File: src/rtl/cpu_pkg.sv
// Shared definitions for the instruction fetch/issue unit.
//   - instruction class codes (instruction[19:18])
//   - per-class hold lengths in cycles
//   - fetch FSM state encoding
//   - hold_cycles(): class code -> hold length (0 for HALT)
package cpu_pkg;

    localparam logic [1:0] CLS_HALT  = 2'b00;
    localparam logic [1:0] CLS_STD   = 2'b01;
    localparam logic [1:0] CLS_LOAD  = 2'b10;
    localparam logic [1:0] CLS_STORE = 2'b11;

    localparam int HOLD_STD   = 3;  // DECODE, EXECUTE, WRITE_BACK
    localparam int HOLD_LOAD  = 4;  // DECODE, EXECUTE, MEM_ACCESS, WRITE_BACK
    localparam int HOLD_STORE = 3;  // DECODE, EXECUTE, MEM_ACCESS

    // Wide enough for the longest hold plus the extra first-word cycle.
    localparam int CNT_BITS = 3;

    typedef enum logic [1:0] {
        ST_IDLE  = 2'd0,
        ST_ISSUE = 2'd1,
        ST_HALT  = 2'd2
    } state_t;

    function automatic logic [CNT_BITS-1:0] hold_cycles(input logic [1:0] cls);
        logic [CNT_BITS-1:0] h;
        case (cls)
            CLS_STD:   h = CNT_BITS'(HOLD_STD);
            CLS_LOAD:  h = CNT_BITS'(HOLD_LOAD);
            CLS_STORE: h = CNT_BITS'(HOLD_STORE);
            default:   h = '0;
        endcase
        return h;
    endfunction

endpackage

File: src/rtl/instr_fetch_if.sv
// Bus bundle between the fetch unit and whoever programs/starts it.
//   master: drives prog_we/prog_addr/prog_wdata (program load) and
//           start/start_addr; observes instruction/pc/issue/busy/halted.
//   slave : the fetch unit itself.
interface instr_fetch_if #(
    parameter int INSTR_WIDTH = 20,
    parameter int PC_BITS     = 5
);
    logic                   prog_we;
    logic [PC_BITS-1:0]     prog_addr;
    logic [INSTR_WIDTH-1:0] prog_wdata;
    logic                   start;
    logic [PC_BITS-1:0]     start_addr;
    logic [INSTR_WIDTH-1:0] instruction;
    logic [PC_BITS-1:0]     pc;
    logic                   issue;
    logic                   busy;
    logic                   halted;

    modport master (
        output prog_we, prog_addr, prog_wdata, start, start_addr,
        input  instruction, pc, issue, busy, halted
    );

    modport slave (
        input  prog_we, prog_addr, prog_wdata, start, start_addr,
        output instruction, pc, issue, busy, halted
    );
endinterface

File: src/rtl/prog_rom.sv
// Program memory: 2^PC_BITS words of INSTR_WIDTH bits.
//   clk   : write clock
//   we    : write strobe, waddr/wdata written on the rising edge
//   raddr : read address, rdata follows it combinationally
// Contents are deliberately not reset so a program survives rst.
module prog_rom #(
    parameter int INSTR_WIDTH = 20,
    parameter int PC_BITS     = 5
) (
    input  logic                   clk,
    input  logic                   we,
    input  logic [PC_BITS-1:0]     waddr,
    input  logic [INSTR_WIDTH-1:0] wdata,
    input  logic [PC_BITS-1:0]     raddr,
    output logic [INSTR_WIDTH-1:0] rdata
);
    localparam int DEPTH = 1 << PC_BITS;

    logic [INSTR_WIDTH-1:0] mem [DEPTH];

    always_ff @(posedge clk) begin
        if (we) begin
            mem[waddr] <= wdata;
        end
    end

    assign rdata = mem[raddr];
endmodule

File: src/rtl/instr_fetch.sv
// Instruction fetch/issue unit feeding the CU's 20-bit instruction input.
//   clk : rising-edge clock shared with the CU
//   rst : asynchronous, active-low reset
//   bus : instr_fetch_if.slave
//         in : prog_we/prog_addr/prog_wdata (program load, IDLE/HALT only),
//              start/start_addr (begin execution, IDLE/HALT only)
//         out: instruction (registered word), pc (its address),
//              issue (1-cycle pulse per new word), busy (ISSUE), halted (HALT)
// Each word is held for its class's hold length; the first word after a
// start gets one extra cycle while the CU leaves its own reset state.
// A class-00 word stops the unit in HALT with that word still presented.
module instr_fetch
    import cpu_pkg::*;
#(
    parameter int INSTR_WIDTH = 20,
    parameter int PC_BITS     = 5
) (
    input  logic          clk,
    input  logic          rst,
    instr_fetch_if.slave  bus
);
    state_t                 state_reg, state_next;
    logic [PC_BITS-1:0]     pc_reg, pc_next;
    logic [INSTR_WIDTH-1:0] instr_reg, instr_next;
    logic [CNT_BITS-1:0]    cnt_reg, cnt_next;
    logic                   issue_reg, issue_next;

    logic                   rom_we;
    logic [PC_BITS-1:0]     fetch_addr;
    logic [INSTR_WIDTH-1:0] rom_rdata;
    logic [INSTR_WIDTH-1:0] fetch_word;
    logic [1:0]             fetch_cls;
    logic [CNT_BITS-1:0]    fetch_hold;
    logic                   fetch_first;
    logic                   do_fetch;

    // Writes are locked out while a program is running.
    assign rom_we = bus.prog_we && (state_reg != ST_ISSUE);

    // In ISSUE the next word is the sequential one (pc wraps naturally);
    // otherwise it is the start address.
    assign fetch_addr  = (state_reg == ST_ISSUE) ? pc_reg + PC_BITS'(1) : bus.start_addr;
    assign fetch_first = (state_reg != ST_ISSUE);

    prog_rom #(
        .INSTR_WIDTH (INSTR_WIDTH),
        .PC_BITS     (PC_BITS)
    ) u_prog_rom (
        .clk   (clk),
        .we    (rom_we),
        .waddr (bus.prog_addr),
        .wdata (bus.prog_wdata),
        .raddr (fetch_addr),
        .rdata (rom_rdata)
    );

    // A write landing on the address being fetched in the same cycle must
    // win, but the array only updates at the edge, so forward the data.
    assign fetch_word = (rom_we && (bus.prog_addr == fetch_addr)) ? bus.prog_wdata : rom_rdata;
    assign fetch_cls  = fetch_word[INSTR_WIDTH-1 -: 2];
    assign fetch_hold = hold_cycles(fetch_cls);

    // State register
    always_ff @(posedge clk or negedge rst) begin
        if (!rst) begin
            state_reg <= ST_IDLE;
            pc_reg    <= '0;
            instr_reg <= '0;
            cnt_reg   <= '0;
            issue_reg <= 1'b0;
        end else begin
            state_reg <= state_next;
            pc_reg    <= pc_next;
            instr_reg <= instr_next;
            cnt_reg   <= cnt_next;
            issue_reg <= issue_next;
        end
    end

    // Next-state logic
    always_comb begin
        state_next = state_reg;
        pc_next    = pc_reg;
        instr_next = instr_reg;
        cnt_next   = cnt_reg;
        do_fetch   = 1'b0;

        case (state_reg)
            ST_IDLE, ST_HALT: begin
                do_fetch = bus.start;
            end
            ST_ISSUE: begin
                // Counter at 0 marks the last cycle of the current word.
                if (cnt_reg == '0) begin
                    do_fetch = 1'b1;
                end else begin
                    cnt_next = cnt_reg - CNT_BITS'(1);
                end
            end
            default: begin
                state_next = ST_IDLE;
            end
        endcase

        if (do_fetch) begin
            pc_next    = fetch_addr;
            instr_next = fetch_word;
            if (fetch_cls == CLS_HALT) begin
                state_next = ST_HALT;
                cnt_next   = '0;
            end else begin
                state_next = ST_ISSUE;
                // Loading hold-1 gives exactly hold cycles on the bus; the
                // first word after start keeps the full hold for the extra cycle.
                cnt_next   = fetch_first ? fetch_hold : fetch_hold - CNT_BITS'(1);
            end
        end

        issue_next = do_fetch;
    end

    // Output logic
    always_comb begin
        bus.instruction = instr_reg;
        bus.pc          = pc_reg;
        bus.issue       = issue_reg;
        bus.busy        = (state_reg == ST_ISSUE);
        bus.halted      = (state_reg == ST_HALT);
    end
endmodule

File: src/flat_wrapper.sv
// flat-port wrapper written by rule: the top's interface ports become plain ports
module instr_fetch_flat import cpu_pkg::*;
#(
    parameter int INSTR_WIDTH = 20,
    parameter int PC_BITS     = 5
)
  (clk, rst, bus_prog_we, bus_prog_addr, bus_prog_wdata, bus_start, bus_start_addr, bus_instruction, bus_pc, bus_issue, bus_busy, bus_halted);
  instr_fetch_if #(.INSTR_WIDTH(INSTR_WIDTH), .PC_BITS(PC_BITS)) bus_i ();
  input  logic clk;
  input  logic rst;
  input wire logic [$bits(bus_i.prog_we)-1:0] bus_prog_we;
  input wire logic [$bits(bus_i.prog_addr)-1:0] bus_prog_addr;
  input wire logic [$bits(bus_i.prog_wdata)-1:0] bus_prog_wdata;
  input wire logic [$bits(bus_i.start)-1:0] bus_start;
  input wire logic [$bits(bus_i.start_addr)-1:0] bus_start_addr;
  output wire logic [$bits(bus_i.instruction)-1:0] bus_instruction;
  output wire logic [$bits(bus_i.pc)-1:0] bus_pc;
  output wire logic [$bits(bus_i.issue)-1:0] bus_issue;
  output wire logic [$bits(bus_i.busy)-1:0] bus_busy;
  output wire logic [$bits(bus_i.halted)-1:0] bus_halted;
  assign bus_i.prog_we = bus_prog_we;
  assign bus_i.prog_addr = bus_prog_addr;
  assign bus_i.prog_wdata = bus_prog_wdata;
  assign bus_i.start = bus_start;
  assign bus_i.start_addr = bus_start_addr;
  assign bus_instruction = bus_i.instruction;
  assign bus_pc = bus_i.pc;
  assign bus_issue = bus_i.issue;
  assign bus_busy = bus_i.busy;
  assign bus_halted = bus_i.halted;
  instr_fetch #(.INSTR_WIDTH(INSTR_WIDTH), .PC_BITS(PC_BITS)) u_core (.clk(clk), .rst(rst), .bus(bus_i));
endmodule
File: config.mk
export PLATFORM = sky130hd
export DESIGN_NAME = instr_fetch_flat
export DESIGN_NICKNAME = d
export VERILOG_FILES = /design/src/rtl/cpu_pkg.sv /design/src/rtl/instr_fetch_if.sv /design/src/rtl/prog_rom.sv /design/src/rtl/instr_fetch.sv /design/src/flat_wrapper.sv
export SDC_FILE = /design/constraint.sdc
export NUM_CORES = 1
export LEC_CHECK = 0
export CAP_MARGIN = 15
export CORE_MARGIN = 2
export CORE_UTILIZATION = 45
export DETAILED_ROUTE_END_ITERATION = 10
export GPL_TIMING_DRIVEN = 0
export HOLD_SLACK_MARGIN = 0.06
export RECOVER_POWER = 50
export SKIP_LAST_GASP = 1
export SLEW_MARGIN = 20
export SYNTH_ARGS = -nofsm -noshare
export SYNTH_HDL_FRONTEND = slang
export SYNTH_HIERARCHICAL = 1
export SYNTH_SLANG_ARGS = --single-unit
File: constraint.sdc
create_clock -name clk -period 3.5 [get_ports clk]
set_input_delay 0.525 -clock clk [delete_from_list [all_inputs] [get_ports clk]]
set_output_delay 0.525 -clock clk [all_outputs]
set_load 0.02 [all_outputs]
# After elaboration in Yosys (flattened, before gate mapping)
# Memories as Yosys holds them, arrays and structs flattened.
# Index checks and enable logic that the tools add are counted.
classes:
  n_reduce_logical: 10
  add_sub_neg: 3
  n_eq_ne: 9
  mux: 15
op_table:
  columns: ["op", "count"]
  rows:
  - ["$mux W20", 1]
  - ["$mux W3", 5]
  - ["$eq A2 B2 Y1 const B", 3]
  - ["$mux W2", 3]
  - ["$ne A2 B1 Y1 const B", 3]
  - ["$pmux W3 S2", 1]
  - ["$sub A3 B1 Y3 const B", 2]
  - ["$add A5 B1 Y5 const B", 1]
  - ["$eq A5 B5 Y1", 1]
  - ["$mux W5", 1]
  - ["$eq A2 B1 Y1 const B", 2]
  - ["$logic_not A2 Y1", 2]
  - ["$reduce_or A2 Y1", 2]
  - ["$logic_not A3 Y1", 1]
  - ["$mux W1", 3]
  - ["$reduce_or A3 Y1", 1]
  - ["$logic_and A1 B1 Y1", 2]
  - ["$pmux W1 S2", 1]
  - ["$reduce_and A2 Y1", 1]
  - ["$reduce_bool A2 Y1", 1]
word_totals:
  output_inout_bits: 28
  wordCells: 43
  n_memories: 1
  regBits: 31
  input_bits: 34
  ramBits: 640
mem_list:
  columns: ["memory", "depth", "word_bits", "rd", "rd_clocked_by_memory_dff", "wr", "line_no", "rtl"]
  rows:
  - ["u_core.u_prog_rom.mem", 32, 20, 1, 0, 1, "prog_rom.sv:19", "logic [INSTR_WIDTH-1:0] mem [DEPTH];"]

# Longest topological paths before layout
logic_depth:
  word_depth: 12
  depth_mapped: 17
  depth_no_buf: 14

# Modules after synthesis
# The synthesis kept the hierarchy.
modules_own_cells:
  columns: ["module", "seq_area_each_um2", "cells_per_inst", "instances", "area_each_um2"]
  rows:
  - ["prog_rom", 19218.4, 1394, 1, 25152.9]
  - ["instr_fetch", 775.7, 177, 1, 1700.4]

# Worst setup path before layout
# OpenSTA, ideal clock, no wires.
synth_path:
  path_kind: "reg-to-reg"
  startpoint: "register u_core.state_reg[1]"
  endpoint: "register u_core.cnt_reg[0]"
  path_slack_ps: 679
  required_ps: 3365
  path_buffers: 4
  stages_incl_launch_ff: 15
  synth_period_minus_slack_ps: 2821
  arrival_time_ps: 2686
  setup_time_ps: 135
  path_cell_list: "dfrtp_1 -> nand2b_1 -> buf_2 -> buf_1 -> o21ai_0 -> nor2b_1 -> buf_2 -> clkbuf_1 -> a22oi_1 -> a31oi_1 -> nand3_1 -> mux2i_1 -> ha_1 -> nand2_1 -> o22ai_1"
synth_between:
  elab_cells_between_ends: 25
  classes_between: "add/sub: 1; eq/ne: 8; mux: 7; reduce/logical: 8; memory: 1"
synth_lines:
  columns: ["element", "line_no", "rtl"]
  rows:
  - ["from (decl)", "instr_fetch.sv:22", "state_t state_reg, state_next;"]
  - ["from (signal assigned)", "instr_fetch.sv:72", "state_reg <= state_next;"]
  - ["$eq A2 B1 Y1 *", "instr_fetch.sv:42", "assign fetch_addr = (state_reg == ST_ISSUE) ? pc_reg + PC_BITS'(1) : bus.start_addr;"]
  - ["$mux W5 *", "instr_fetch.sv:42", null]
  - ["via u_core.fetch_addr[2]", "instr_fetch.sv:29", "logic [PC_BITS-1:0] fetch_addr;"]
  - ["$mem_v2 Z32 W20 *", null, null]
  - ["via u_core.rom_rdata[18]", "instr_fetch.sv:30", "logic [INSTR_WIDTH-1:0] rom_rdata;"]
  - ["$mux W20 *", "instr_fetch.sv:59", "assign fetch_word = (rom_we && (bus.prog_addr == fetch_addr)) ? bus.prog_wdata : rom_rdata;"]
  - ["$eq A2 B1 Y1 / $eq A2 B2 Y1 (equally long branches)", "cpu_pkg.sv:28", "case (cls)"]
  - ["$reduce_or A2 Y1 (no source line)", null, null]
  - ["$pmux W3 S2", "cpu_pkg.sv:28", null]
  - ["$sub A3 B1 Y3", "instr_fetch.sv:115", "cnt_next = fetch_first ? fetch_hold : fetch_hold - CNT_BITS'(1);"]
  - ["$mux W3", "instr_fetch.sv:115", null]
  - ["$mux W3 *", "instr_fetch.sv:108", "if (fetch_cls == CLS_HALT) begin"]
  - ["$mux W3 *", "instr_fetch.sv:105", "if (do_fetch) begin"]
  - ["to (signal assigned)", "instr_fetch.sv:75", "cnt_reg <= cnt_next;"]
  - ["to (decl)", "instr_fetch.sv:25", "logic [CNT_BITS-1:0] cnt_reg, cnt_next;"]
# Mark *: on every way through the listed nets, which the timed path passes. The rest lies on a longest branch.
# A chain may end at the register's enable or synchronous reset.

# Final worst setup path
layout_path:
  startpoint: "register u_core.pc_reg[0], in the netlist u_core/bus.pc[0]"
  endpoint: "register u_core.instr_reg[0], in the netlist u_core/bus.instruction[0]"
layout_between:
  elab_cells_between_ends: 6
  classes_between: "add/sub: 1; eq/ne: 1; mux: 2; reduce/logical: 1; memory: 1"
layout_lines:
  columns: ["element", "line_no", "rtl"]
  rows:
  - ["from (decl)", "instr_fetch.sv:23", "logic [PC_BITS-1:0] pc_reg, pc_next;"]
  - ["from (signal assigned)", "instr_fetch.sv:73", "pc_reg <= pc_next;"]
  - ["$add A5 B1 Y5", "instr_fetch.sv:42", null]
  - ["$mux W5", "instr_fetch.sv:42", null]
  - ["via u_core.fetch_addr[4]", "instr_fetch.sv:29", null]
  - ["$mem_v2 Z32 W20", null, null]
  - ["via u_core.rom_rdata[0]", "instr_fetch.sv:30", null]
  - ["$mux W20", "instr_fetch.sv:59", null]
  - ["to (signal assigned)", "instr_fetch.sv:74", "instr_reg <= instr_next;"]
  - ["to (decl)", "instr_fetch.sv:24", "logic [INSTR_WIDTH-1:0] instr_reg, instr_next;"]
# The timed path passes the listed nets, and every way through them passes these cells.

==> flow_metrics.tcl <==
set metrics [dict create \
    clk_path_buf_depth 3 \
    drive_gt1_frac 0.139 \
    outcome "complete, but fails checks" \
    cp-end-kind "flip-flop" \
    clock_latency_ns 0.60 \
    fin_crit_sh 0.972 \
    dr.pass1.iters 5 \
    cts.sinks 671 \
    synth_top_area_share 0.716 \
    drt_iter0_markers 1204 \
    wl_per_cell_um 25.6 \
    track_usage 0.215 \
    grt.overflow.total 0 \
    crit_required_ns 3.94 \
    rsz0062_at_grt "yes" \
    drv_cap 18 \
    start_kind "flip-flop" \
    detailed_place_hpwl_mm 41.3 \
    boundaryPins 62 \
    multi_input_area_sq_um 6470 \
    synth.net_count 1609 \
    synth_area_sq_um 26900 \
    synthCells 1571 \
    ys_seq_area_frac 0.745 \
    setup_viol 0 \
    p_leak_uw 0.0109 \
    min_path_type "flip-flop to flip-flop" \
    worst-setup-path-type "flip-flop to flip-flop" \
    final-seq-area_sq_um 20000 \
    die_w_um 248 \
    r2r_slack_ns 0.1 \
    via_per_inst 5.68 \
    start_util 0.455 \
    clock_skew_ns 0.0229 \
    drc 0 \
    yosys.area.top_type "edfxtp_1" \
    diodes 0 \
    finalHoldViolCount 0 \
    design_area_sq_um 31200 \
    period_needed_ns 3.40 \
    finalMaxSlewViolations 614 \
    antenna_found_initial 1 \
    cts.clk_slew.worst_paths_ns 0.05 \
    core_sq_um 59000 \
    cp.arrival_ns 3.85 \
    slew_headroom -0.193 \
    vias 14500 \
    ys_types 44 \
    yosysWarnings 6 \
    ys_top_cells_by_area "edfxtp_1, mux2i_1, dfrtp_1" \
    largest_register_ffs 640 \
    num-fill-cells 4775 \
    grt_pass1_wl_mm 95.5 \
    synth-seq-cells 671 \
    place_area_sq_um 28800 \
    max_freq_mhz 294 \
    hold_path_depth 2 \
    reg2reg_from "u_core/bus.pc[0]" \
    port_buffers 61 \
    die_h_um 248 \
    holdPathEnd "u_core/bus.instruction[8]" \
    tritoncts "yes" \
    num_rows 89 \
    hold_path.startpoint "u_core/bus.instruction[8]" \
    grt_max_degree 36 \
    syn2layout_area_growth_pct 16.2 \
    drtAntennaViolNets 0 \
    hold_slack_ns 0.467 \
    cp_max_fo 10 \
    reg2reg_to "u_core/bus.instruction[0]" \
    numCtsBuffers 70 \
    gp_routability_congestion 0.840 \
    cts_max_level 3 \
    ir_worst_vdd_mv 0.444 \
    layout.nets 1758 \
    reg2reg_depth 11 \
    violations "capacitance limit, slew limit" \
    routed_wl_mm 65.1 \
    avgSynthCellArea_sq_um 17.1 \
    fin_ws_ns 0.0964 \
    post-place-ws_ns -0.616 \
    grt_pass1_vias 14300 \
    total_power_uw 26500 \
    cts_root_buf "clkbuf_16" \
    utilization 0.529 \
    die_area_sq_um 61600 \
    max_slew.worst_pin.slew_ns 1.79 \
    powerDensity_nw_per_um2 848 \
]
## synth_stat cells
| cell | number |
|---|---|
| buf_1 | 1 |
| or3b_2 | 3 |
| mux2i_1 | 340 |
| mux2_4 | 2 |
| and2_1 | 2 |
| buf_2 | 23 |
| nor3b_2 | 1 |
| clkbuf_4 | 1 |
| or3_1 | 1 |
| o22ai_1 | 2 |
| nor2_2 | 1 |
| and4_1 | 1 |
| o21ai_0 | 20 |
| nand4_1 | 20 |
| buf_6 | 6 |
| o21ai_1 | 5 |
| xnor2_1 | 6 |
| xor2_1 | 3 |
| a22oi_1 | 80 |
| a22o_1 | 40 |
| nor2b_1 | 4 |
| buf_12 | 6 |
| or2_2 | 1 |
| a311o_2 | 1 |
| buf_8 | 10 |
| dfrtp_1 | 31 |
| edfxtp_1 | 640 |
| nand2_1 | 80 |
| buf_4 | 15 |
| o211ai_1 | 1 |
| nand3_1 | 44 |
| nand3b_1 | 6 |
| a31oi_1 | 22 |
| o211ai_4 | 1 |
| ha_1 | 4 |
| inv_1 | 3 |
| nor2_1 | 41 |
| nand4b_1 | 1 |
| nor3_1 | 22 |
| clkbuf_1 | 29 |
| nand2b_1 | 5 |
| mux2_2 | 1 |
| a21oi_1 | 44 |
| inv_2 | 1 |
## what timing repair did
action	in CTS	in global routing
setup endpoints to repair	25	15
endpoints found under the hold margin	11	0
resized for setup	20	31
hold buffers	1	0
setup buffers	0	3
pin swaps	0	1
## kinds of logic after synthesis
kind of cell / after synthesis / synth area share
DFF: 671 / 0.745
xor gates and xnor gates: 9 / 0.00294
buffers and inverters: 95 / 0.0261
adders and majority gates: 4 / 0.00186
muxes: 343 / 0.128
AOI/OAI and AO/OA: 216 / 0.0554
and+or+nand+nor: 233 / 0.0409
## worst max-delay path, stage by stage, from the launching register on
cell,delay [ns]
dfrtp_1,0.42
ha_1,0.22
nand3_1,0.09
xor2_1,0.20
o21ai_2,0.42
or2_2,0.21
clkbuf_1,0.43
nor3_1,0.18
a31oi_1,0.35
nand3_1,0.13
mux2i_1,0.44
o21ai_0,0.14
## layout make-up
class                      instances  share of cell area
tap                              773              0.0310
clock inverter                    30             0.00898
timing repair buffer              77              0.0239
sequential                       671               0.641
clock buffer                      94              0.0637
inverter                           4            0.000481
buffer                            91              0.0237
multi-input combinational        805               0.207
## through the flow
step,setup TNS [ns],cells
2_1_floorplan,0,1571
3_3_place_gp,-215.13,2405
3_5_place_dp,-10.05,2417
4_1_cts,-0.0461,2542
5_1_grt,-0.0143,2545
6_report,0,2545
## report_power, final
part           internal (uW)  switching [uW]
clock network           4350            2950
registers               9070             135
logic                   3800            6160
## worst max path at each step
stage / startpoint / endpoint / cells after the start
2_1_floorplan: u_core/state_reg[1] / u_core/cnt_reg[0] / 14
3_3_place_gp: bus_prog_addr[3] / u_core/u_prog_rom/mem[18][8] / 3
3_5_place_dp: u_core/state_reg[0] / u_core/bus.instruction[10] / 12
4_1_cts: u_core/state_reg[1] / u_core/bus.instruction[10] / 11
5_1_grt: u_core/state_reg[0] / u_core/cnt_reg[0] / 15
6_report: u_core/bus.pc[0] / u_core/bus.instruction[0] / 11
## cell usage in the layout, fill, tap and decap left out, drive strengths merged, types with 23 or more instances in the layout
master | synthesis | layout
dfrtp | 31 | 31
nand2 | 80 | 80
mux2i | 340 | 340
o21ai | 25 | 25
buf | 61 | 72
clkdlybuf4s50 | 0 | 28
edfxtp | 640 | 640
a22oi | 80 | 80
a21oi | 44 | 44
a22o | 40 | 40
nor2 | 42 | 42
nand3 | 44 | 44
clkinv | 0 | 23
clkbuf | 30 | 149
## metal layers
metal | GRT usage | wire, um | up-vias
met5 | 0 | 10 | -
met4 | 0.0699 | 1600 | 2
met3 | 0.0339 | 3650 | 80
met2 | 0.346 | 31200 | 406
met1 | 0.300 | 28700 | 7462
li1 | - | - | 6515
No activity file was read; power rests on OpenSTA's default activity.
